**config.mk**
```make
export PLATFORM = sky130hd
export DESIGN_NAME = uart_rx_param
export DESIGN_NICKNAME = d
export VERILOG_FILES = /design/src/rtl/uart_pkg.sv /design/src/rtl/uart_bit_sampler.sv /design/src/rtl/uart_rx_param.sv
export SDC_FILE = /design/constraint.sdc
export NUM_CORES = 1
export LEC_CHECK = 0
export ABC_AREA = 1
export BUFFER_PORTS_ARGS = -buffer_cell sky130_fd_sc_hd__buf_4
export CAP_MARGIN = 20
export CORE_MARGIN = 3
export CORE_UTILIZATION = 50
export CTS_CLUSTER_DIAMETER = 60
export DETAILED_ROUTE_END_ITERATION = 10
export GPL_TIMING_DRIVEN = 0
export PLACE_DENSITY = 0.82
export SLEW_MARGIN = 5
export SYNTH_ARGS = -nofsm -noshare
export SYNTH_HDL_FRONTEND = slang
export SYNTH_SLANG_ARGS = --single-unit
```
**constraint.sdc**
```tcl
create_clock -name i_clk -period 1.8 [get_ports i_clk]
set_input_delay 0.36 -clock i_clk [delete_from_list [all_inputs] [get_ports i_clk]]
set_output_delay 0.36 -clock i_clk [all_outputs]
set_load 0.1 [all_outputs]
```
**src/rtl/uart_pkg.sv**
```systemverilog
// Shared definitions for the parametrised UART receiver: FSM states and parity modes.
package uart_pkg;

    typedef enum logic [2:0] {
        ST_IDLE,
        ST_START,
        ST_DATA,
        ST_PARITY,
        ST_STOP,
        ST_WAIT_IDLE
    } state_t;

    localparam int PAR_NONE = 0;
    localparam int PAR_EVEN = 1;
    localparam int PAR_ODD  = 2;

endpackage

```
**src/rtl/uart_bit_sampler.sv**
```systemverilog
// RX line synchroniser plus oversample counters and per-bit majority decision.
module uart_bit_sampler #(
    parameter int SAMPLES = 3
) (
    input  logic i_clk,
    input  logic i_rst,
    input  logic i_rxd,
    input  logic i_rxpulse,
    input  logic i_clear,
    output logic o_sample,
    output logic o_bit_valid,
    output logic o_bit
);

    localparam int CW = $clog2(SAMPLES);
    localparam int OW = $clog2(SAMPLES + 1);

    logic          r_sync1;
    logic          r_sync2;
    logic [CW-1:0] r_cnt;
    logic [OW-1:0] r_ones;
    logic          w_last;
    logic [OW-1:0] w_ones_next;

    assign o_sample    = r_sync2;
    assign w_last      = i_rxpulse && (r_cnt == CW'(SAMPLES - 1));
    // The current tick's sample is folded in before the majority compare.
    assign w_ones_next = r_ones + OW'(r_sync2);
    assign o_bit_valid = w_last;
    assign o_bit       = (w_ones_next > OW'(SAMPLES / 2));

    always_ff @(posedge i_clk or posedge i_rst) begin
        if (i_rst) begin
            r_sync1 <= 1'b1;
            r_sync2 <= 1'b1;
            r_cnt   <= '0;
            r_ones  <= '0;
        end else begin
            r_sync1 <= i_rxd;
            r_sync2 <= r_sync1;
            if (i_clear || w_last) begin
                r_cnt  <= '0;
                r_ones <= '0;
            end else if (i_rxpulse) begin
                r_cnt  <= r_cnt + 1'b1;
                r_ones <= w_ones_next;
            end
        end
    end

endmodule

```
**src/rtl/uart_rx_param.sv**
```systemverilog
// Parametrised UART receiver delivering frames on a valid/ready stream with error pulses.
// Optional break detection (port o_break) is enabled by defining UART_RX_BREAK_DET_EN.
module uart_rx_param
    import uart_pkg::*;
#(
    parameter int DATA_BITS = 8,
    parameter int SAMPLES   = 3,
    parameter int PARITY    = 0,
    parameter int STOP_BITS = 1,
    parameter int MSB_FIRST = 0
) (
    input  logic                 i_clk,
    input  logic                 i_rst,
    input  logic                 i_rxd,
    input  logic                 i_rxpulse,
    output logic [DATA_BITS-1:0] o_data,
    output logic                 o_valid,
    input  logic                 i_ready,
    output logic                 o_rxsync,
    output logic                 o_busy,
    output logic                 o_frame_err,
    output logic                 o_parity_err,
`ifdef UART_RX_BREAK_DET_EN
    output logic                 o_break,
`endif
    output logic                 o_overrun
);

    localparam int IW = $clog2(DATA_BITS);

    state_t               r_state;
    state_t               w_next;
    logic [IW-1:0]        r_idx;
    logic [DATA_BITS-1:0] r_word;
    logic                 r_par_fail;
    logic                 r_frame_fail;
    logic                 r_stop_idx;
    logic                 w_sample;
    logic                 w_bit_valid;
    logic                 w_bit;
    logic                 w_clear;
    logic                 w_sync_evt;
    logic                 w_deliver;
    logic                 w_ferr_evt;
    logic                 w_perr_evt;
    logic                 w_stop_last;
    logic                 w_par_exp;
    logic [IW-1:0]        w_pos;
`ifdef UART_RX_BREAK_DET_EN
    logic                 r_nonzero;
    logic                 r_brk;
    logic                 w_brk_cand;
    logic                 w_brk_evt;

    // With one stop bit the first stop decision is also the last, so use it directly.
    assign w_brk_cand = (r_stop_idx == 1'b0) ? (!r_nonzero && !w_bit) : r_brk;
`endif

    uart_bit_sampler #(.SAMPLES(SAMPLES)) u_sampler (
        .i_clk       (i_clk),
        .i_rst       (i_rst),
        .i_rxd       (i_rxd),
        .i_rxpulse   (i_rxpulse),
        .i_clear     (w_clear),
        .o_sample    (w_sample),
        .o_bit_valid (w_bit_valid),
        .o_bit       (w_bit)
    );

    assign o_busy      = (r_state != ST_IDLE);
    assign w_stop_last = (int'(r_stop_idx) == STOP_BITS - 1);
    assign w_par_exp   = (PARITY == PAR_ODD) ? ~^r_word : ^r_word;
    assign w_pos       = (MSB_FIRST != 0) ? IW'(DATA_BITS - 1) - r_idx : r_idx;

    always_ff @(posedge i_clk or posedge i_rst) begin
        if (i_rst) r_state <= ST_IDLE;
        else       r_state <= w_next;
    end

    always_comb begin
        w_next     = r_state;
        w_clear    = 1'b0;
        w_sync_evt = 1'b0;
        w_deliver  = 1'b0;
        w_ferr_evt = 1'b0;
        w_perr_evt = 1'b0;
`ifdef UART_RX_BREAK_DET_EN
        w_brk_evt  = 1'b0;
`endif
        case (r_state)
            ST_IDLE: begin
                // The falling-edge tick is kept as sample 0 of the start bit.
                if (i_rxpulse && !w_sample) w_next  = ST_START;
                else                        w_clear = 1'b1;
            end
            ST_START: begin
                if (w_bit_valid) begin
                    if (!w_bit) begin
                        w_sync_evt = 1'b1;
                        w_next     = ST_DATA;
                    end else begin
                        w_next = ST_IDLE;
                    end
                end
            end
            ST_DATA: begin
                if (w_bit_valid && (r_idx == IW'(DATA_BITS - 1)))
                    w_next = (PARITY != PAR_NONE) ? ST_PARITY : ST_STOP;
            end
            ST_PARITY: begin
                if (w_bit_valid) w_next = ST_STOP;
            end
            ST_STOP: begin
                if (w_bit_valid && w_stop_last) begin
                    if (r_frame_fail || !w_bit) begin
`ifdef UART_RX_BREAK_DET_EN
                        if (w_brk_cand) w_brk_evt = 1'b1;
                        else
`endif
                        w_ferr_evt = 1'b1;
                        w_next     = ST_WAIT_IDLE;
                    end else if (r_par_fail) begin
                        w_perr_evt = 1'b1;
                        w_next     = ST_IDLE;
                    end else begin
                        w_deliver = 1'b1;
                        w_next    = ST_IDLE;
                    end
                end
            end
            ST_WAIT_IDLE: begin
                if (w_bit_valid && w_bit) w_next = ST_IDLE;
            end
            default: w_next = ST_IDLE;
        endcase
    end

    always_ff @(posedge i_clk or posedge i_rst) begin
        if (i_rst) begin
            r_idx        <= '0;
            r_word       <= '0;
            r_par_fail   <= 1'b0;
            r_frame_fail <= 1'b0;
            r_stop_idx   <= 1'b0;
            o_data       <= '0;
            o_valid      <= 1'b0;
            o_rxsync     <= 1'b0;
            o_frame_err  <= 1'b0;
            o_parity_err <= 1'b0;
            o_overrun    <= 1'b0;
`ifdef UART_RX_BREAK_DET_EN
            r_nonzero    <= 1'b0;
            r_brk        <= 1'b0;
            o_break      <= 1'b0;
`endif
        end else begin
            o_rxsync     <= w_sync_evt;
            o_frame_err  <= w_ferr_evt;
            o_parity_err <= w_perr_evt;
            o_overrun    <= 1'b0;
`ifdef UART_RX_BREAK_DET_EN
            o_break      <= w_brk_evt;
`endif
            if (w_sync_evt) begin
                r_idx        <= '0;
                r_par_fail   <= 1'b0;
                r_frame_fail <= 1'b0;
                r_stop_idx   <= 1'b0;
`ifdef UART_RX_BREAK_DET_EN
                r_nonzero    <= 1'b0;
`endif
            end
            if (w_bit_valid) begin
                case (r_state)
                    ST_DATA: begin
                        r_word[w_pos] <= w_bit;
                        r_idx         <= r_idx + 1'b1;
`ifdef UART_RX_BREAK_DET_EN
                        r_nonzero     <= r_nonzero | w_bit;
`endif
                    end
                    ST_PARITY: begin
                        r_par_fail <= (w_bit != w_par_exp);
`ifdef UART_RX_BREAK_DET_EN
                        r_nonzero  <= r_nonzero | w_bit;
`endif
                    end
                    ST_STOP: begin
                        r_frame_fail <= r_frame_fail | !w_bit;
                        r_stop_idx   <= r_stop_idx + 1'b1;
`ifdef UART_RX_BREAK_DET_EN
                        if (r_stop_idx == 1'b0) r_brk <= !r_nonzero && !w_bit;
`endif
                    end
                    default: ;
                endcase
            end
            if (w_deliver) begin
                if (!o_valid || i_ready) begin
                    o_data  <= r_word;
                    o_valid <= 1'b1;
                end else begin
                    o_overrun <= 1'b1;
                end
            end else if (o_valid && i_ready) begin
                o_valid <= 1'b0;
            end
        end
    end

endmodule

```
## After elaboration in Yosys (flattened, before gate mapping)

Cells that the tools add are included.

| storage, ports and cells | value |
|---|---|
| bits in registers | 36 |
| input bits | 5 |
| logic and storage cells | 111 |

| operators by class | value |
|---|---|
| add/sub/neg operators | 4 |
| order comparisons | 3 |
| eq/ne operators | 15 |
| mux-type cells | 49 |
| bitwise operators | 2 |
| reduce and logical (&&, ||, !) cells | 22 |

Operators with widths:

| operator | count |
|---|---|
| $mux W1 | 31 |
| $mux W3 | 10 |
| $pmux W3 S6 | 1 |
| $mux W2 | 5 |
| $eq A3 B3 Y1 const B | 3 |
| $bwmux W8 | 1 |
| $ne A2 B2 Y1 const B | 4 |
| $reduce_xor A8 Y1 | 1 |
| $logic_and A1 B1 Y1 | 7 |
| $eq A3 B2 Y1 const B | 2 |
| $ne A2 B1 Y1 const B | 3 |
| $reduce_and A2 Y1 | 3 |
| $reduce_and A6 Y1 | 1 |
| $lt A3 B4 Y1 const B | 1 |
| $reduce_bool A2 Y1 | 2 |
| $add A3 B1 Y3 const B | 1 |
| $demux W1 S3 | 1 |
| $eq A3 B1 Y1 const B | 1 |
| $ge A3 B1 Y1 const B | 1 |
| $logic_not A1 Y1 | 3 |
| $logic_not A3 Y1 | 1 |
| $logic_or A1 B1 Y1 | 3 |
| $reduce_bool A3 Y1 | 1 |
| $add A2 B1 Y2 | 1 |
| other kinds (7) | 7 |

## Logic depth before layout (Yosys ltp)

| depth | value |
|---|---|
| depth in word-level cells | 9 |
| depth in mapped cells | 13 |
| depth with buffers taken out | 13 |

## Modules after synthesis

From an unflattened synthesis, not the netlist that was laid out.

| unflattened totals | value |
|---|---|
| cell total of the unflattened synthesis | 220 |
| area total of the unflattened synthesis | 1815.5 µm² |

By module, submodules not included:

| module | instances | cells each | area each (µm²) |
|---|---|---|---|
| uart_rx_param | 1 | 185 | 1526.5 |
| uart_bit_sampler | 1 | 35 | 289.0 |

## Least setup slack after synthesis

OpenSTA, ideal clock, no wires.

| timing | value |
|---|---|
| path type | register to register |
| start point | register u_sampler.r_sync2 (netlist: u_sampler.o_sample) |
| end point | register o_data[0] |
| library setup time | 121 ps |
| arrival | 1632 ps |
| path slack | 47 ps |
| cell stages (with the launch flop) | 11 |
| period minus slack after synthesis | 1753 ps |
| cells stage by stage | dfstp_2 ha_1 inv_1 nand2_1 nand2_1 or2_4 nor3_4 nand2_2 buf_6 nand2_2 o21ai_2 |

| on the way | value |
|---|---|
| longest elaborated chain between the ends | 8 |

Ends and longest elaborated chain:

| element | RTL line | text |
|---|---|---|
| start, declared | uart_bit_sampler.sv:19 | `logic r_sync2;` |
| start signal, assigned | uart_bit_sampler.sv:40 | `r_sync2 <= r_sync1;` |
| $add A2 B1 Y2 | uart_bit_sampler.sv:28 | `assign w_ones_next = r_ones + OW'(r_sync2);` |
| $gt A2 B1 Y1 | uart_bit_sampler.sv:30 | `assign o_bit = (w_ones_next > OW'(SAMPLES / 2));` |
| $logic_not A1 Y1 | uart_rx_param.sv:115 | `if (r_frame_fail \|\| !w_bit) begin` |
| $logic_or A1 B1 Y1 | uart_rx_param.sv:115 |  |
| $mux W1 | uart_rx_param.sv:115 |  |
| $mux W1 | uart_rx_param.sv:114 | `if (w_bit_valid && w_stop_last) begin` |
| $mux W1 | uart_rx_param.sv:90 | `case (r_state)` |
| $reduce_and A2 Y1 (no source line) | - |  |
| end signal, assigned | uart_rx_param.sv:200 | `o_data <= r_word;` |
| end, declared | uart_rx_param.sv:16 | `output logic [DATA_BITS-1:0] o_data,` |

Every way passes these cells.
A chain may end at the register's enable or synchronous reset.

## Worst setup path after layout

| timing | value |
|---|---|
| start point | register u_sampler.r_sync2 (netlist: u_sampler.o_sample) |
| end point | register o_data[3] |

The elaborated chain is that of the path after synthesis.

==> results.md <==
* IO Pins at 19
* Synthesized netlist net count at 219
* Worst Setup End Kind: register
* Pwr/cell area at 1192 nW/µm²
* Placer Congestion at 0.8239
* Post-detailed-routing wire length at 3373 µm
* Worst supply voltage drop on vdd at 0.6705 mV
* Required time at the endpoint of the critical path at 2.04 ns
* TritonRoute pass-1 iters at 4
* Horiz. Die Dim at 65.53 µm
* Kind of start point of the critical path: register
* Synth Register Bits at 36
* Arrival time of data at the critical path endpoint at 2.01 ns
* Initial antenna violation count at 0
* Antenna-violating nets left at 0
* Outcome: finished, final reports clean
* Critical path type: reg2reg
* Number of buffer and inverter stages on the critical path at 2
* GR Overflow Total at 0
* Row cnt at 20
* Hold Path Class: in2async
* Global router's overall resource usage at 0.1808
* Post-layout total power at 2579 µW
* Number of buffers inserted for hold repair after clock tree synthesis at 0
* Net total in the final layout at 251
* H-tree level count at 2
* Yosys top cell area share at 0.4802
* Post-Layout Cell Count at 287
* Share of the yosys chip area belonging to registers at 0.5099
* Count of port buffers added during placement at 18
* Synth-to-Final Area Change at 22.10%
* Worst slew slack as a fraction of its limit at 0.6144
* Estimated wirelength of the detail-placed design at 2428 µm
* Clock insertion delay at the later pin of the skew report at 0.34 ns
* Worst Tran Pin Value at 0.5778 ns
* Number of filler cells placed in the layout at 260
* TritonCTS clock tree: done
* Total count of max-transition violations in the final report at 0
* Post-Synthesis Cell Area at 1772 µm²
* Fin crit period at 1.776 ns
* Sinks on Clock Net at 36
* Final routed DRC violation total at 0
* Fraction of final layout cells with drive strength greater than 1 at 0.2675
* Die Span Y at 65.53 µm
* Clock transition at the register clock pins on the worst setup and hold paths after CTS at 0.10 ns
* Critical path's top delay family: simple AND/OR/NAND/NOR gates
* Cell total after placement at 273
* Count of endpoints failing setup in the final report at 0
* Cell at the root of the clock tree: sky130_fd_sc_hd__clkbuf_4
* Launch instance of the worst register-to-register path: u_sampler.o_sample$_DFF_PP1_
* Synth cell types at 25
* Wirelength per Cell at 11.75 µm
* Initial Utilization at 0.5531
* Detailed-route via count at 1,454
* Fin crit share at 0.9867
* Top cells by area, synth: sky130_fd_sc_hd__dfrtp_1 (48%), sky130_fd_sc_hd__nand2_1 (14%), sky130_fd_sc_hd__inv_1 (5.7%)
* Maximum fanout along the worst path at 5
* Antenna diode instance count at 0
* Hold violation count in the final report at 0
* Initial DRC Count at 82
* Average size of a mapped cell at 8.437 µm²
* Slowest cell on crit path: sky130_fd_sc_hd__dfstp_2
* Sum Neg Setup Slack at 0 ns
* Largest stage delay, worst path at 0.58 ns
* Fmax achieved at 0.5630 GHz
* Number of warning messages in the yosys log at 0
* Ordered list of cells on the worst path: ha_4, inv_2, nand2_2, nand2_2, or2_4, nor3_4, nand2_2, buf_6, nand2_2, nand2_2
* Largest net degree at the start of global routing at 24
* First-pass GRT wire length at 5754 µm
* Number of clock buffers inserted by TritonCTS at 5
* Area of the die at 4294 µm²
* Via-to-Cell Ratio at 5.066
* Static Leakage at 0.001152 µW
* Most area-hungry cell type in the Yosys netlist: sky130_fd_sc_hd__dfrtp_1
* Cells after synthesis at 210
* Number of buffers on the longest clock path at 2
* Number of global-route vias before repair at 1,311
* Most frequent CP cell: sky130_fd_sc_hd__nand2_2
* Core Area at 3203 µm²
* Worst clock skew on the final layout at 0.008287 ns
* Critical path origin: u_sampler.o_sample$_DFF_PP1_
* RSZ-0062 raised after global routing: yes
* Total of max-cap violations at 0
-- through the flow --
stage / hold WS (ns) / worst slack [ns] / util / cell area, µm²
3_3_place_gp: 0.3456 / -0.1096 / 0.6125 / 1962
4_1_cts: 0.06880 / -0.001302 / 0.6527 / 2091
5_1_grt: 0.09089 / -0.04638 / 0.6754 / 2163
6_report: 0.06852 / 0.02387 / 0.6754 / 2163
2_1_floorplan: 0.3452 / 0.04651 / - / 1772
3_5_place_dp: 0.3503 / -0.1384 / 0.6211 / 1989
-- synth_stat cells --
cell type / number
sky130_fd_sc_hd__dfstp_2: 2
sky130_fd_sc_hd__dfrtp_1: 34
sky130_fd_sc_hd__inv_2: 1
sky130_fd_sc_hd__xor2_1: 3
sky130_fd_sc_hd__nor2_4: 2
sky130_fd_sc_hd__nor3_4: 1
sky130_fd_sc_hd__buf_4: 1
sky130_fd_sc_hd__nand3_1: 11
sky130_fd_sc_hd__o21ai_2: 2
sky130_fd_sc_hd__nor2_2: 1
sky130_fd_sc_hd__ha_1: 4
sky130_fd_sc_hd__nor2_1: 15
sky130_fd_sc_hd__buf_6: 1
sky130_fd_sc_hd__xnor2_1: 3
sky130_fd_sc_hd__nand2_1: 65
sky130_fd_sc_hd__o21ai_0: 9
sky130_fd_sc_hd__or2_4: 1
sky130_fd_sc_hd__nand2_2: 2
sky130_fd_sc_hd__a21oi_1: 10
sky130_fd_sc_hd__nand4_1: 3
sky130_fd_sc_hd__nor4_1: 1
sky130_fd_sc_hd__nand2_4: 2
sky130_fd_sc_hd__inv_1: 27
sky130_fd_sc_hd__a31oi_1: 6
sky130_fd_sc_hd__o31ai_1: 3
-- worst reg2reg max path, cell delays in order (launching register included) --
cell and delay (ns):
sky130_fd_sc_hd__dfstp_2 0.58, sky130_fd_sc_hd__ha_4 0.15, sky130_fd_sc_hd__inv_2 0.04, sky130_fd_sc_hd__nand2_2 0.07
sky130_fd_sc_hd__nand2_2 0.08, sky130_fd_sc_hd__or2_4 0.25, sky130_fd_sc_hd__nor3_4 0.14, sky130_fd_sc_hd__nand2_2 0.11
sky130_fd_sc_hd__buf_6 0.16, sky130_fd_sc_hd__nand2_2 0.06, sky130_fd_sc_hd__nand2_2 0.04
-- flip-flops by register name, indices dropped and copies added, names as in the netlist --
| register | count |
|---|---|
| o_data | 8 |
| o_frame_err | 1 |
| o_overrun | 1 |
| o_parity_err | 1 |
| o_rxsync | 1 |
| o_valid | 1 |
| r_frame_fail | 1 |
| r_idx | 3 |
| r_par_fail | 1 |
| r_state | 3 |
| r_stop_idx | 1 |
| r_word | 8 |
| u_sampler.o_sample | 1 |
| u_sampler.r_cnt | 2 |
| u_sampler.r_ones | 2 |
| u_sampler.r_sync1 | 1 |
-- path summary, 6_finish.rpt --
kind	slack, ns	endpoint	cells after the start
min reg2reg	0.36	u_sampler.o_sample$_DFF_PP1_	0
min in group i_clk	0.11	u_sampler.r_sync1$_DFF_PP1_	1
max reg2reg	0.02	o_data[3]$_DFFE_PP0P_	10
max in group asynchronous	1.15	u_sampler.o_sample$_DFF_PP1_	3
max	0.02	o_data[3]$_DFFE_PP0P_	10
min	0.07	r_par_fail$_DFF_PP0_	2
-- final cells by class --
| class | count | area (µm²) | share of cell area |
|---|---|---|---|
| Buffer | 2 | 22.52 | 0.01041 |
| Clock buffer | 8 | 58.81 | 0.02718 |
| Inverter | 28 | 105.1 | 0.04858 |
| Multi-Input combinational cell | 144 | 802.0 | 0.3707 |
| Sequential cell | 36 | 904.6 | 0.4182 |
| Tap cell | 44 | 55.05 | 0.02545 |
| Timing Repair Buffer | 25 | 215.2 | 0.09948 |
-- metal layers --
| layer | vias up | global-route usage | part of all wire |
|---|---|---|---|
| li1 | 739 | - | - |
| met1 | 671 | 0.2223 | 0.45 |
| met2 | 37 | 0.2819 | 0.48 |
| met3 | 7 | 0.06154 | 0.058 |
| met4 | 0 | 0.09067 | 0.019 |
| met5 | - | 0 | 0 |
-- cells in the final DEF, fill, tap and decap left out, types with 2 or more instances in the layout --
cell type,synthesis,final
sky130_fd_sc_hd__nand2_1,65,54
sky130_fd_sc_hd__dfrtp_1,34,33
sky130_fd_sc_hd__inv_1,27,25
sky130_fd_sc_hd__buf_4,1,22
sky130_fd_sc_hd__nand2_2,2,12
sky130_fd_sc_hd__nor2_1,15,12
sky130_fd_sc_hd__nand3_1,11,11
sky130_fd_sc_hd__a21oi_1,10,10
sky130_fd_sc_hd__o21ai_0,9,8
sky130_fd_sc_hd__a31oi_1,6,6
sky130_fd_sc_hd__clkbuf_4,0,5
sky130_fd_sc_hd__buf_6,1,4
sky130_fd_sc_hd__nor2_2,1,3
sky130_fd_sc_hd__nand2_4,2,3
sky130_fd_sc_hd__nor2_4,2,3
sky130_fd_sc_hd__inv_2,1,3
sky130_fd_sc_hd__nand4_1,3,3
sky130_fd_sc_hd__xnor2_1,3,3
sky130_fd_sc_hd__o31ai_1,3,3
sky130_fd_sc_hd__xor2_1,3,3
sky130_fd_sc_hd__ha_1,4,3
sky130_fd_sc_hd__o21ai_2,2,2
sky130_fd_sc_hd__clkbuf_1,0,2
sky130_fd_sc_hd__dfstp_2,2,2
-- cell families (layout without fill, tap and decap cells) --
group,count (synthesis),in the layout,synth area share
and+or+nand+nor,104,104,0.2648
DFF,36,36,0.5099
AOI/OAI and AO/OA,30,30,0.09746
buffers and inverters,30,63,0.06992
xor gates and xnor gates,6,6,0.02967
adders and majority gates,4,4,0.02825
-- repair_timing --
action,4_1_cts,5_1_grt
setup endpoints to repair,14,15
pin swaps,2,5
setup buffers,2,3
cloned,0,1
gates resized for setup,7,20
-- power breakdown --
group,switching [µW],internal (µW)
clock network,255,193
logic,657,367
registers,161,947
Note: power is estimated with default switching activity, not from simulation.
